### config.mk
export PLATFORM = sky130hd
export DESIGN_NAME = i2c_target
export DESIGN_NICKNAME = d
export VERILOG_FILES = /design/src/rtl/i2c_target.sv
export SDC_FILE = /design/constraint.sdc
export NUM_CORES = 1
export LEC_CHECK = 0
export CORE_MARGIN = 2
export CORE_UTILIZATION = 49
export CTS_BUF_LIST = sky130_fd_sc_hd__clkbuf_16
export CTS_CLUSTER_SIZE = 28
export DETAILED_ROUTE_END_ITERATION = 8
export PLACE_DENSITY = 0.77
export SYNTH_ARGS = -nofsm -noshare
export SYNTH_HDL_FRONTEND = slang
export SYNTH_SLANG_ARGS = --single-unit
export TNS_END_PERCENT = 10
### constraint.sdc
create_clock -name clock -period 1.63 [get_ports clock]
set_clock_uncertainty 0.15 [all_clocks]
set_input_delay 0.163 -clock clock [delete_from_list [all_inputs] [get_ports clock]]
set_output_delay 0.163 -clock clock [all_outputs]
set_load 0.05 [all_outputs]
### src/rtl/i2c_target.sv
// i2c_target: write-only I2C responder; oversamples SCL/SDA, ACKs writes to ADDR, streams bytes out.
// Define I2C_TARGET_CTRL_DECODE_EN to enable SSD1306 control-byte decode (D/C# onto rx_is_data).
module i2c_target #(
  parameter logic [6:0] ADDR        = 7'h3C,
  parameter int          SYNC_STAGES = 2
) (
  input  logic       clock,
  input  logic       reset,
  input  logic       scl_in,
  input  logic       sda_in,
  output logic       sda_oe,
  output logic [7:0] rx_data,
  output logic       rx_valid,
  input  logic       rx_ready,
  output logic       rx_is_data,
  output logic       busy
);
  typedef enum logic [2:0] {
    S_IDLE, S_ADDR, S_ADDR_ACK, S_DATA, S_DATA_ACK, S_IGNORE
  } state_t;

  state_t                 state;
  logic [SYNC_STAGES-1:0] scl_sync, sda_sync;
  logic                   scl_s, sda_s, scl_d, sda_d;
  logic                   start_c, stop_c, scl_rise, scl_fall;
  logic [3:0]             cnt;
  logic [7:0]             shreg;
  logic                   emit_pend;
`ifdef I2C_TARGET_CTRL_DECODE_EN
  logic                   ctrl_next, co_one;
`endif

  // Synchronizers and history run through reset so edge detection is valid as soon as it lifts.
  always_ff @(posedge clock) begin
    scl_sync <= {scl_sync[SYNC_STAGES-2:0], scl_in};
    sda_sync <= {sda_sync[SYNC_STAGES-2:0], sda_in};
    scl_d    <= scl_s;
    sda_d    <= sda_s;
  end

  assign scl_s    = scl_sync[SYNC_STAGES-1];
  assign sda_s    = sda_sync[SYNC_STAGES-1];
  assign start_c  = scl_s & scl_d & sda_d & ~sda_s;
  assign stop_c   = scl_s & scl_d & ~sda_d & sda_s;
  assign scl_rise = scl_s & ~scl_d;
  assign scl_fall = ~scl_s & scl_d;

  always_ff @(posedge clock) begin
    if (reset) begin
      state      <= S_IDLE;
      cnt        <= 4'd0;
      shreg      <= 8'h00;
      emit_pend  <= 1'b0;
      sda_oe     <= 1'b0;
      rx_data    <= 8'h00;
      rx_valid   <= 1'b0;
      rx_is_data <= 1'b0;
      busy       <= 1'b0;
`ifdef I2C_TARGET_CTRL_DECODE_EN
      ctrl_next  <= 1'b0;
      co_one     <= 1'b0;
`endif
    end else begin
      rx_valid <= 1'b0;
      if (start_c) begin
        state     <= S_ADDR;
        cnt       <= 4'd0;
        sda_oe    <= 1'b0;
        emit_pend <= 1'b0;
      end else if (stop_c) begin
        state     <= S_IDLE;
        cnt       <= 4'd0;
        sda_oe    <= 1'b0;
        emit_pend <= 1'b0;
        busy      <= 1'b0;
      end else begin
        case (state)
          S_ADDR: if (scl_rise) begin
            shreg <= {shreg[6:0], sda_s};
            cnt   <= cnt + 4'd1;
            if (cnt == 4'd7) begin
              if ({shreg[6:0], sda_s} == {ADDR, 1'b0}) begin
                state <= S_ADDR_ACK;
                busy  <= 1'b1;
              end else begin
                state <= S_IGNORE;
                busy  <= 1'b0;
              end
            end
          end
          // First fall ends bit 7 and opens the ACK slot; the second fall closes it.
          S_ADDR_ACK, S_DATA_ACK: if (scl_fall) begin
            if (!sda_oe) begin
              sda_oe <= 1'b1;
            end else begin
              sda_oe <= 1'b0;
              cnt    <= 4'd0;
              state  <= S_DATA;
`ifdef I2C_TARGET_CTRL_DECODE_EN
              if (state == S_ADDR_ACK) ctrl_next <= 1'b1;
`endif
            end
          end
          S_DATA: begin
            if (emit_pend) begin
              emit_pend <= 1'b0;
              rx_valid  <= 1'b1;
              rx_data   <= shreg;
            end else if (rx_valid) begin
              if (rx_ready) begin
                state <= S_DATA_ACK;
`ifdef I2C_TARGET_CTRL_DECODE_EN
                if (co_one) ctrl_next <= 1'b1;
`endif
              end else begin
                state <= S_IGNORE;
                busy  <= 1'b0;
              end
            end else if (scl_rise) begin
              shreg <= {shreg[6:0], sda_s};
              cnt   <= cnt + 4'd1;
              if (cnt == 4'd7) begin
`ifdef I2C_TARGET_CTRL_DECODE_EN
                if (ctrl_next) begin
                  ctrl_next  <= 1'b0;
                  rx_is_data <= shreg[5];
                  co_one     <= shreg[6];
                  state      <= S_DATA_ACK;
                end else
`endif
                emit_pend <= 1'b1;
              end
            end
          end
          S_IGNORE: sda_oe <= 1'b0;
          default:  state  <= S_IDLE;
        endcase
      end
    end
  end
endmodule

=== Yosys cells after proc, flatten, opt, wreduce, memory -nomap -nowiden ===
Index checks and enable logic that the tools add are counted.

* Input port bits: 5
* Register bits after elaboration: 33

* Reductions and logical operators: 14
* Add/subtract/negate cells: 1
* Muxes and demuxes: 37
* Equal/unequal tests: 26
* Bitwise gates (word level): 15

{| class="wikitable"
|+ Operators with widths
! kind !! count
|-
| $mux W8 || 3
|-
| $ne A4 B4 Y1 const B || 6
|-
| $mux W3 || 7
|-
| $reduce_and A7 Y1 || 3
|-
| $mux W4 || 5
|-
| $ne A3 B3 Y1 const B || 6
|-
| $mux W1 || 17
|-
| $pmux W8 S2 || 1
|-
| $ne A2 B2 Y1 const B || 7
|-
| $pmux W3 S4 || 1
|-
| $pmux W4 S3 || 1
|-
| $reduce_and A5 Y1 || 2
|-
| $eq A8 B7 Y1 const B || 1
|-
| $not A1 Y1 || 8
|-
| $and A1 B1 Y1 || 7
|-
| $eq A3 B2 Y1 const B || 2
|-
| $eq A3 B3 Y1 const B || 2
|-
| $reduce_bool A3 Y1 || 2
|-
| $add A4 B1 Y4 const B || 1
|-
| $eq A4 B3 Y1 const B || 1
|-
| $pmux W1 S2 || 2
|-
| $reduce_and A4 Y1 || 1
|-
| $reduce_bool A2 Y1 || 2
|-
| $reduce_or A4 Y1 || 1
|-
| 4 further kinds || 4
|}

=== Depth between registers and ports, before layout ===
* Depth in word-level cells: 7
* Gate-level depth with buffers: 6

=== Least setup slack after synthesis ===
OpenSTA, ideal clock, no wires.

* Path type: reg-to-reg
* Start: register sda_oe
* End: register cnt[3]
* Path slack: -236 ps
* Stages on the path, launching flop included: 5
* Arrival time: 1584 ps
* Library setup time: 132 ps
* Buffers on the path: 0
* Required time: 1348 ps
* Cell sequence: dfxtp_1 > and3b_2 > or3b_2 > nand3_1 > a31oi_1

* Cells in the longest elaborated chain, start to end: 2

{| class="wikitable"
|+ RTL lines
! element !! RTL line !! RTL
|-
| start: declaration || 11 || <nowiki>output logic sda_oe,</nowiki>
|-
| start signal: assignment || 54 || <nowiki>sda_oe <= 1'b0;</nowiki>
|-
| start signal: assignment || 68 || <nowiki>sda_oe <= 1'b0;</nowiki>
|-
| start signal: assignment || 73 || <nowiki>sda_oe <= 1'b0;</nowiki>
|-
| $ne A2 B2 Y1 (no source line) || - ||
|-
| $reduce_and A5 Y1 (no source line) || - ||
|-
| end signal: assignment || 80 || <nowiki>cnt <= cnt + 4'd1;</nowiki>
|-
| end signal: assignment || 121 || <nowiki>cnt <= cnt + 4'd1;</nowiki>
|-
| end: declaration || 26 || <nowiki>logic [3:0] cnt;</nowiki>
|}

No other way between the ends.
A chain may end at the register's enable or synchronous reset.

=== Worst setup path in the final report ===
* Start: register scl_d
* End: register emit_pend

* Cells in the longest elaborated chain, start to end: 5
* Elaborated cells on any way between the ends: 11
* Classes of those cells: mux (3); bitwise (7); reduce/logical (1)

{| class="wikitable"
|+ RTL lines
! element !! RTL line !! RTL
|-
| start: declaration || 24 || <nowiki>logic scl_s, sda_s, scl_d, sda_d;</nowiki>
|-
| start signal: assignment || 37 || <nowiki>scl_d <= scl_s;</nowiki>
|-
| $not A1 Y1 || 45 || <nowiki>assign scl_rise = scl_s & ~scl_d;</nowiki>
|-
| $and A1 B1 Y1 || 45 ||
|-
| $mux W1 || 119 || <nowiki>end else if (scl_rise) begin</nowiki>
|-
| $mux W1 || 109 || <nowiki>end else if (rx_valid) begin</nowiki>
|-
| $mux W1 || 105 || <nowiki>if (emit_pend) begin</nowiki>
|-
| end signal: assignment || 53 || <nowiki>emit_pend <= 1'b0;</nowiki>
|-
| end signal: assignment || 106 || <nowiki>emit_pend <= 1'b0;</nowiki>
|-
| end signal: assignment || 131 || <nowiki>emit_pend <= 1'b1;</nowiki>
|-
| end: declaration || 28 || <nowiki>logic emit_pend;</nowiki>
|}

Parallel ways exist; a longest one is shown, timed or not.

==> results_dict.tcl <==
set metrics [dict create \
    rsz0062_at_grt "yes" \
    synth_fa_ha_area_frac 0.00831 \
    rr_startpoint "scl_d" \
    p_leak_nw 0.817 \
    avgRoutedWirePerCell_um 15.4 \
    post_cts_buffers 0 \
    cp-startpoint "scl_d" \
    track_usage 0.223 \
    status "finished, final reports clean" \
    clockRootBuffer "clkbuf_16" \
    fp.dieH_um 59.4 \
    yosys.area_share.simple 0.252 \
    endpoint "emit_pend" \
    io_buffer_count 15 \
    max-clock-path-buffers 2 \
    synth.distinct_cells 50 \
    whs_path_depth 0 \
    fmax_ghz 0.643 \
    power_w 0.00231 \
    finalSetupTns_ps 0 \
    fin_nets 200 \
    synth_flop_cell "dfxtp_1" \
    synth_edf_count 0 \
    fin_crit_ps 1560 \
    gp_congestion 0.896 \
    syn_inst 158 \
    ir_drop_v 0.000703 \
    grt_pass1_wl_um 5780 \
    ys_warn_count 0 \
    dp_hpwl_um 2510 \
    synthTopCellsByArea "dfxtp_1, mux2i_1, nor2_1, nand2_1, nand3_1" \
    hold_violations 0 \
    area_growth_pct 32.5 \
    muxShareOfSynthArea 0.113 \
    dieWidth_um 59.4 \
    dieArea_um2 3530 \
    ant_nets 0 \
    core_area_um2 2980 \
    synth_async_sr_flop_share 0 \
    drc_errors 0 \
    drt_iter0_markers 52 \
    grt_remaining_overflow 0 \
    syn-cell-area_um2 1510 \
    cp_data_arrival_time_ps 1610 \
    clk_pin_slew_ps 50 \
    first_global_vias 1316 \
    crit_type "reg2reg" \
    via_per_inst 5.84 \
    avgSynthCellArea_um2 9.53 \
    syn_nets 164 \
    critPathLaunchType "register" \
    finish.instance_area_um2 2000 \
    powerDensity_nw_per_um2 1160 \
    grt_max_degree 18 \
    antenna_found_initial 0 \
    reg2reg_slack_ps 70 \
    synth.top_cell.area_share 0.439 \
    num_rows 20 \
    clk_latency_ps 280 \
    start_util 0.506 \
    period_share 0.954 \
    ys_seq_elements 33 \
    io_pins 17 \
    fin_util 0.670 \
    end_kind "register" \
    placed_cell_area_um2 1790 \
    cts_sinks 33 \
    drt-total-wl_um 3510 \
    dr.pass1.iters 4 \
    required_ps 1690 \
    r2r-end "emit_pend" \
    h-tree-depth 2 \
    num_vias 1331 \
    synth_area_leader_cell "dfxtp_1" \
    numCtsBuffers 5 \
    setup_viol 0 \
    drv_slew 0 \
    timing.hold.worst.class "reg2reg" \
    synth_top_family_by_area "simple AND/OR/NAND/NOR gates" \
    drive_above_1_share 0.338 \
    cts_hold_buf 0 \
    r2r_cells 4 \
    cts_tree "done" \
    num-fill-cells 232 \
    drv_cap 0 \
    diodes 0 \
    synth_xor_area_frac 0.0174 \
    ys_seq_area_frac 0.439 \
    synth_compound_area_frac 0.125 \
    worstPathMaxFanout 6 \
]
==> cells by family after synthesis <==
kind of cell	Yosys count
buffers and inverters	12
adder cells (fa/ha/maj)	1
AND/OR/NAND/NOR	65
other	1
XOR/XNOR	3
flip-flops	33
AO/OA/AOI/OAI	26
multiplexers	17
==> how the worst min path moves through the flow <==
stage,endpoint,from,slack [ps]
finish,sda_sync[1],sda_sync[0],180
global placement,sda_sync[1],sda_sync[0],170
global route,sda_sync[1],sda_sync[0],180
CTS,sda_sync[1],sda_sync[0],180
floorplan,scl_sync[0],scl_in,40
detailed placement,sda_sync[1],sda_sync[0],170
==> flip-flops by register name (all words and copies together) (netlist names) <==
register   flops
scl_sync       2
shreg          8
sda_sync       2
rx_valid       1
busy           1
rx_data        8
cnt            4
emit_pend      1
scl_d          1
sda_d          1
sda_oe         1
state          3
==> power breakdown <==
part / leakage [nW] / internal, W / switching [W]
registers: 0.272 / 0.000851 / 0.0000569
clock network: 0.0724 / 0.000554 / 0.000336
logic: 0.473 / 0.000233 / 0.000275
total: 0.817 / 0.00164 / 0.000668
==> metal layers <==
metal,track usage,wire length [um],up-vias
li1,-,-,644
met1,0.247,1470,636
met2,0.369,1810,40
met3,0.0808,149,11
met4,0.123,91,0
met5,0,0,-
==> layout make-up <==
class / count / area, um2 / area share
Clock buffer: 5 / 125 / 0.0627
Sequential cell: 33 / 671 / 0.336
Timing Repair Buffer: 37 / 292 / 0.146
Clock inverter: 3 / 15.0 / 0.00752
Multi-Input combinational cell: 113 / 837 / 0.419
Inverter: 4 / 15.0 / 0.00752
Tap cell: 33 / 41.3 / 0.0207
==> placed cells by master (no fill, tap or decap), drive strengths merged, types with 2 or more instances in the layout <==
master         synthesis  routed
a211oi                 2       2
a21oi                  5       5
a31oi                  5       5
and2b                  3       3
and3                   2       2
and4bb                 2       2
buf                    6      33
clkbuf                 2       5
clkdlybuf4s50          0       4
dfxtp                 33      33
inv                    4       6
mux2i                 17      17
nand2                 11      11
nand3                  7       7
nand4                  2       2
nor2                  17      17
nor2b                  2       2
nor3                   5       5
nor3b                  2       2
o211ai                 3       3
o21ai                  3       3
xnor2                  2       2
==> per-stage QoR <==
stage	instances	hold slack [ps]	setup WS, ps
4_1_cts	228	180	6.20
6_report	228	178	74.3
5_1_grt	228	181	5.84
3_3_place_gp	220	167	-39.7
2_1_floorplan	158	40.7	-29.7
3_5_place_dp	220	168	-44.5
==> critical path, cell delays in order, from the launching register on <==
cell and delay, ps:
dfxtp_1 340, and4bb_1 330, nand2_1 70, or4_4 480, a21oi_2 120
==> timing repair <==
action / CTS / global route
endpoints found under the setup margin: 1 / 22
pin swaps: 0 / 4
gates resized for setup: 2 / 15
==> Yosys cell counts (2+ instances only) <==
| cell | count |
|---|---|
| nor3_1 | 5 |
| o211ai_1 | 3 |
| nor2_1 | 17 |
| o21ai_0 | 2 |
| a21oi_1 | 4 |
| and3_1 | 2 |
| a31oi_1 | 5 |
| buf_4 | 3 |
| xnor2_1 | 2 |
| inv_1 | 4 |
| nor2b_1 | 2 |
| dfxtp_1 | 33 |
| nor3b_1 | 2 |
| and2b_2 | 2 |
| clkbuf_1 | 2 |
| nand3_1 | 7 |
| nand4_1 | 2 |
| mux2i_1 | 17 |
| nand2_1 | 11 |
| buf_2 | 2 |
| a211oi_1 | 2 |
(Power assumes the default switching activity.)
